==> config.mk <==
export PLATFORM = sky130hd
export DESIGN_NAME = mem_arbiter
export DESIGN_NICKNAME = d
export VERILOG_FILES = /design/src/rtl/mem_arb_pkg.sv /design/src/rtl/rr_picker.sv /design/src/rtl/mem_arbiter.sv
export SDC_FILE = /design/constraint.sdc
export NUM_CORES = 1
export LEC_CHECK = 0
export CORE_MARGIN = 10
export CORE_UTILIZATION = 39
export CTS_BUF_LIST = sky130_fd_sc_hd__clkbuf_2
export DETAILED_ROUTE_END_ITERATION = 7
export PLACE_DENSITY = 0.92
export SLEW_MARGIN = 30
export SYNTH_ARGS = -nofsm -noshare
export SYNTH_HDL_FRONTEND = slang
export SYNTH_HIERARCHICAL = 1
export SYNTH_SLANG_ARGS = --single-unit
==> constraint.sdc <==
create_clock -name clk -period 1.7 [get_ports clk]
set_input_delay 0.425 -clock clk [delete_from_list [all_inputs] [get_ports clk]]
set_output_delay 0.425 -clock clk [all_outputs]
set_load 0.01 [all_outputs]
==> src/rtl/mem_arb_pkg.sv <==
// Shared encodings for the memory-port arbiter: FSM states and transfer op codes.
package mem_arb_pkg;

    typedef enum logic [1:0] {
        ARB_IDLE = 2'd0,
        ARB_BUSY = 2'd1,
        ARB_DONE = 2'd2,
        ARB_ERR  = 2'd3
    } arb_state_e;

    localparam logic OP_READ  = 1'b0;
    localparam logic OP_WRITE = 1'b1;

endpackage

==> src/rtl/rr_picker.sv <==
// Combinational round-robin picker: returns the first requester at or after ptr,
// wrapping from N-1 back to 0.
module rr_picker #(
    parameter int N  = 4,
    parameter int IW = $clog2(N)
) (
    input  logic [N-1:0]  req,
    input  logic [IW-1:0] ptr,
    output logic          valid,
    output logic [IW-1:0] idx
);

    logic [IW-1:0] pos [N];

    // pos[gi] is the client visited gi steps after ptr; ptr < N so the sum is below 2N
    for (genvar gi = 0; gi < N; gi++) begin : g_pos
        logic [IW:0] sum;
        assign sum     = {1'b0, ptr} + (IW+1)'(gi);
        assign pos[gi] = (sum >= (IW+1)'(N)) ? IW'(sum - (IW+1)'(N)) : sum[IW-1:0];
    end

    always_comb begin
        valid = 1'b0;
        idx   = '0;
        for (int k = N - 1; k >= 0; k--) begin
            if (req[pos[k]]) begin
                valid = 1'b1;
                idx   = pos[k];
            end
        end
    end

endmodule

==> src/rtl/mem_arbiter.sv <==
// Round-robin N-client arbiter for the single memory port (IDLE -> BUSY -> DONE).
// Define MEM_ARB_TIMEOUT_EN to add a BUSY watchdog that aborts through the ERR state.
module mem_arbiter
    import mem_arb_pkg::*;
#(
    parameter int NUM_PORTS = 2,
    parameter int ADDR_W    = 32,
    parameter int DATA_W    = 32,
    parameter int TIMEOUT   = 255
) (
    input  logic                          clk,
    input  logic                          reset,
    input  logic [NUM_PORTS-1:0]          req_read,
    input  logic [NUM_PORTS-1:0]          req_write,
    input  logic [NUM_PORTS*ADDR_W-1:0]   req_addr,
    input  logic [NUM_PORTS*DATA_W-1:0]   req_wdata,
    output logic [NUM_PORTS-1:0]          req_ack,
    output logic [NUM_PORTS-1:0]          req_err,
    output logic [DATA_W-1:0]             req_rdata,
    output logic                          mem_read,
    output logic                          mem_write,
    output logic [ADDR_W-1:0]             mem_addr,
    output logic [DATA_W-1:0]             mem_write_data,
    input  logic                          mem_ack,
    input  logic [DATA_W-1:0]             mem_read_data,
    output logic [1:0]                    state,
    output logic [$clog2(NUM_PORTS)-1:0]  grant
);

    localparam int GW = $clog2(NUM_PORTS);

    arb_state_e           state_q, state_d;
    logic [GW-1:0]        rr_ptr_q, rr_ptr_d;
    logic [GW-1:0]        grant_q, grant_d;
    logic                 op_q, op_d;
    logic                 mem_read_q, mem_read_d;
    logic                 mem_write_q, mem_write_d;
    logic [ADDR_W-1:0]    mem_addr_q, mem_addr_d;
    logic [DATA_W-1:0]    mem_wdata_q, mem_wdata_d;
    logic [DATA_W-1:0]    rdata_q, rdata_d;
    logic [NUM_PORTS-1:0] ack_q, ack_d;
    logic [NUM_PORTS-1:0] err_q, err_d;

    logic [NUM_PORTS-1:0] grant_onehot;
    logic [GW-1:0]        next_ptr;
    logic                 pick_valid;
    logic [GW-1:0]        pick_idx;
    logic                 pick_op;

`ifdef MEM_ARB_TIMEOUT_EN
    localparam int TW = $clog2(TIMEOUT + 1);
    logic [TW-1:0] timer_q, timer_d;
    logic [TW-1:0] timer_inc;
    assign timer_inc = timer_q + 1'b1;
`else
    logic unused_timeout;
    assign unused_timeout = ^TIMEOUT;
`endif

    rr_picker #(
        .N  (NUM_PORTS),
        .IW (GW)
    ) u_picker (
        .req   (req_read | req_write),
        .ptr   (rr_ptr_q),
        .valid (pick_valid),
        .idx   (pick_idx)
    );

    // A client raising both read and write is served as a write
    assign pick_op = req_write[pick_idx] ? OP_WRITE : OP_READ;

    always_comb begin
        state_d     = state_q;
        rr_ptr_d    = rr_ptr_q;
        grant_d     = grant_q;
        op_d        = op_q;
        mem_read_d  = mem_read_q;
        mem_write_d = mem_write_q;
        mem_addr_d  = mem_addr_q;
        mem_wdata_d = mem_wdata_q;
        rdata_d     = rdata_q;
        ack_d       = '0;
        err_d       = '0;
`ifdef MEM_ARB_TIMEOUT_EN
        timer_d     = timer_q;
`endif
        grant_onehot          = '0;
        grant_onehot[grant_q] = 1'b1;
        next_ptr = (grant_q == GW'(NUM_PORTS - 1)) ? '0 : grant_q + 1'b1;

        case (state_q)
            ARB_IDLE: begin
                if (pick_valid) begin
                    grant_d     = pick_idx;
                    op_d        = pick_op;
                    mem_addr_d  = req_addr[pick_idx*ADDR_W +: ADDR_W];
                    mem_wdata_d = req_wdata[pick_idx*DATA_W +: DATA_W];
                    mem_read_d  = (pick_op == OP_READ);
                    mem_write_d = (pick_op == OP_WRITE);
`ifdef MEM_ARB_TIMEOUT_EN
                    timer_d     = '0;
`endif
                    state_d     = ARB_BUSY;
                end
            end
            ARB_BUSY: begin
                // mem_ack on the expiry cycle still completes normally
                if (mem_ack) begin
                    if (op_q == OP_READ) begin
                        rdata_d = mem_read_data;
                    end
                    mem_read_d  = 1'b0;
                    mem_write_d = 1'b0;
                    ack_d       = grant_onehot;
                    state_d     = ARB_DONE;
                end
`ifdef MEM_ARB_TIMEOUT_EN
                else if (timer_inc == TW'(TIMEOUT)) begin
                    mem_read_d  = 1'b0;
                    mem_write_d = 1'b0;
                    ack_d       = grant_onehot;
                    err_d       = grant_onehot;
                    rdata_d     = '0;
                    state_d     = ARB_ERR;
                end else begin
                    timer_d     = timer_inc;
                end
`endif
            end
            ARB_DONE: begin
                rr_ptr_d = next_ptr;
                state_d  = ARB_IDLE;
            end
            ARB_ERR: begin
                rr_ptr_d = next_ptr;
                state_d  = ARB_IDLE;
            end
            default: state_d = ARB_IDLE;
        endcase
    end

    always_ff @(posedge clk or negedge reset) begin
        if (!reset) begin
            state_q     <= ARB_IDLE;
            rr_ptr_q    <= '0;
            grant_q     <= '0;
            op_q        <= OP_READ;
            mem_read_q  <= 1'b0;
            mem_write_q <= 1'b0;
            mem_addr_q  <= '0;
            mem_wdata_q <= '0;
            rdata_q     <= '0;
            ack_q       <= '0;
            err_q       <= '0;
`ifdef MEM_ARB_TIMEOUT_EN
            timer_q     <= '0;
`endif
        end else begin
            state_q     <= state_d;
            rr_ptr_q    <= rr_ptr_d;
            grant_q     <= grant_d;
            op_q        <= op_d;
            mem_read_q  <= mem_read_d;
            mem_write_q <= mem_write_d;
            mem_addr_q  <= mem_addr_d;
            mem_wdata_q <= mem_wdata_d;
            rdata_q     <= rdata_d;
            ack_q       <= ack_d;
            err_q       <= err_d;
`ifdef MEM_ARB_TIMEOUT_EN
            timer_q     <= timer_d;
`endif
        end
    end

    assign state          = state_q;
    assign grant          = grant_q;
    assign mem_read       = mem_read_q;
    assign mem_write      = mem_write_q;
    assign mem_addr       = mem_addr_q;
    assign mem_write_data = mem_wdata_q;
    assign req_rdata      = rdata_q;
    assign req_ack        = ack_q;
    assign req_err        = err_q;

endmodule
==> impl_metrics.tcl <==
set metrics [dict create \
    status "complete, no violations" \
    overflow 0 \
    finalSetupViolCount 0 \
    die_h_um 129 \
    port_buffers 269 \
    reg2regPathDepth 5 \
    die_x_um 129 \
    area_growth_pct 58.5 \
    clock_path_buffers 2 \
    peakVddDrop_mv 0.677 \
    yosysMostFrequentCell "dfrtp_1" \
    synth_seq_cells 105 \
    grt_usage_pct 17.9 \
    post-route-drc-count 0 \
    skew_ns 0.0320 \
    yosysWarnings 6 \
    place_inst 779 \
    finalInstanceArea_um2 7400 \
    io_pins 272 \
    synth_area_leaders "dfrtp_1 (56%), mux2i_1 (14%), mux2_2 (7.5%)" \
    whs_ns 0.412 \
    dr.first_iter.drc_count 219 \
    tightestPinTransition_ns 0.553 \
    clkTransAtPathRegs_ns 0.30 \
    tns_ns 0 \
    pre_cts_slack_ns -0.563 \
    wl_um 15600 \
    antenna_found_initial 0 \
    min_period_ns 1.68 \
    yosys_most_used_dff "dfrtp_1" \
    drv_slew 0 \
    final_util_pct 64.0 \
    initial_core_util_pct 40.4 \
    synth.largest_area_cell "dfrtp_1" \
    finalNonFillerCells 826 \
    grt_busiest_layer "met2" \
    cap_viol_max_count 0 \
    synth_cell_types 25 \
    start_kind "primary input" \
    dieArea_um2 16700 \
    dp_hpwl_um 12400 \
    rrSetupSlack_ns 0.03 \
    rows 39 \
    hold_viol_final 0 \
    avgSynthCellArea_um2 12.2 \
    path_class "primary input to register" \
    grt_pass1_vias 4421 \
    cts-htree-levels 3 \
    clk_latency_ns 0.54 \
    power_mw 10.9 \
    drt_pre_antenna_iters 4 \
    fmax_mhz 595 \
    nets 845 \
    yosysSeqAreaShare_pct 56.3 \
    finalWeightedCongestion 0.733 \
    place_area_um2 7480 \
    fin_ws_ns 0.0185 \
    grt_max_degree 106 \
    max_slew_margin_pct 63.1 \
    cts_buffers 9 \
    cts_tree "built" \
    cp-end-kind "register" \
    power_density_nw_per_um2 1480 \
    synth_area_um2 4670 \
    async_reset_ff_share_pct 100 \
    core_area_um2 11600 \
    diodes 0 \
    synth_top_area_share_pct 56.3 \
    wl_per_cell_um 18.9 \
    cts.sinks 105 \
    post-route-period-util_pct 98.9 \
    final_layout_size_suffix_gt1_share_pct 32.7 \
    drt.antenna.violating_nets 0 \
    grt_util_met3_pct 8.03 \
    rsz0062_at_grt "yes" \
    syn-instance-count 384 \
    dr_total_vias 3991 \
    worstPathRequired_ns 2.17 \
    viasPerCell 4.83 \
    synth_commonest_cells "dfrtp_1 (105), nand2_1 (67), mux2i_1 (66)" \
    synth_edf_count 0 \
    cp_data_arrival_time_ns 2.16 \
    total_leakage_power_nw 3.58 \
    use_met2_pct 30.9 \
    use_met1_pct 19.7 \
    cts_root_buffer "clkbuf_2" \
    grt_pass1_wl_um 23600 \
    hold_class "primary input to async pin" \
    crit_fanout 61 \
]
## power breakdown
group          internal (mW)  switching, mW  total, mW
clock network          0.374          0.890       1.26
registers               3.63          0.592       4.22
logic                   2.76           2.69       5.45
## layout by cell type, fill, tap and decap left out, types with 2 or more instances in the layout
cell,Yosys,routed
clkdlybuf4s50_1,0,165
dfrtp_1,105,104
buf_2,7,92
mux2i_1,66,66
nand2_1,67,66
o21ai_1,39,39
buf_4,3,35
mux2_2,31,28
o21ai_2,25,25
clkbuf_2,1,13
buf_6,13,6
buf_12,0,5
inv_1,4,4
mux2_4,0,4
nor2_1,3,3
or2_2,2,2
o21ai_0,2,2
nand3_1,2,2
conb_1,1,2
inv_8,0,2
clkinv_4,0,2
## critical path: stages
cell and delay [ns]:
clkdlybuf4s50_1 0.42, or2_2 0.33, or2_1 0.23, or3b_4 0.28, buf_12 0.26, nand2_1 0.11, o21ai_2 0.06
## final cells by class
cell class	count	area (µm²)
clock buffers	9	45.0
clock inverters	7	86.3
fillers	884	4160
inverters	4	15.0
multi-input cells	248	1840
flip-flops and latches	105	2630
well taps	143	179
repair buffers	310	2610
## registers in the layout, summed over array words and instances (netlist names)
| signal | count |
|---|---|
| req_ack | 2 |
| mem_write_data | 32 |
| state | 2 |
| mem_addr | 32 |
| req_rdata | 32 |
| rr_ptr_q | 1 |
| mem_write | 1 |
| op_q | 1 |
| grant | 1 |
| mem_read | 1 |
## logic make-up (layout without fill, tap and decap cells)
| family | count (synthesis) | in the layout | share of synthesized area (%) |
|---|---|---|---|
| flops | 105 | 105 | 56.3 |
| mux | 99 | 99 | 22.1 |
| simple gates | 79 | 79 | 7.00 |
| compound gates | 68 | 68 | 9.41 |
| buf+inv | 32 | 330 | 5.12 |
| other cells | 1 | 2 | 0.0803 |
## path summary, 6_finish.rpt
kind | startpoint | end
worst max register to register | state[1]$_DFFE_PN0P_ | req_rdata[20]$_DFFE_PN0P_
worst min register to register | mem_write_data[13]$_DFFE_PN0P_ | mem_write_data[13]$_DFFE_PN0P_
worst max-delay path | req_write[0] | mem_write_data[8]$_DFFE_PN0P_
max in group asynchronous | reset | req_rdata[20]$_DFFE_PN0P_
worst min-delay path | reset | mem_addr[31]$_DFFE_PN0P_
min in group clk | req_wdata[31] | mem_write_data[31]$_DFFE_PN0P_
## what timing repair did
action                                 CTS  global route
resized for setup                      398            24
hold buffers                             1             0
setup endpoints to repair              103            27
cloned                                   0             0
buffers inserted                        27             3
pin swaps                                0             0
endpoints found under the hold margin  105             0
## per-layer routing
metal	part of all wire [%]	vias up
li1	-	1905
met1	38	1889
met2	49	186
met3	12	11
met4	0.80	0
met5	0	-
No activity file was read; power rests on OpenSTA's default activity.
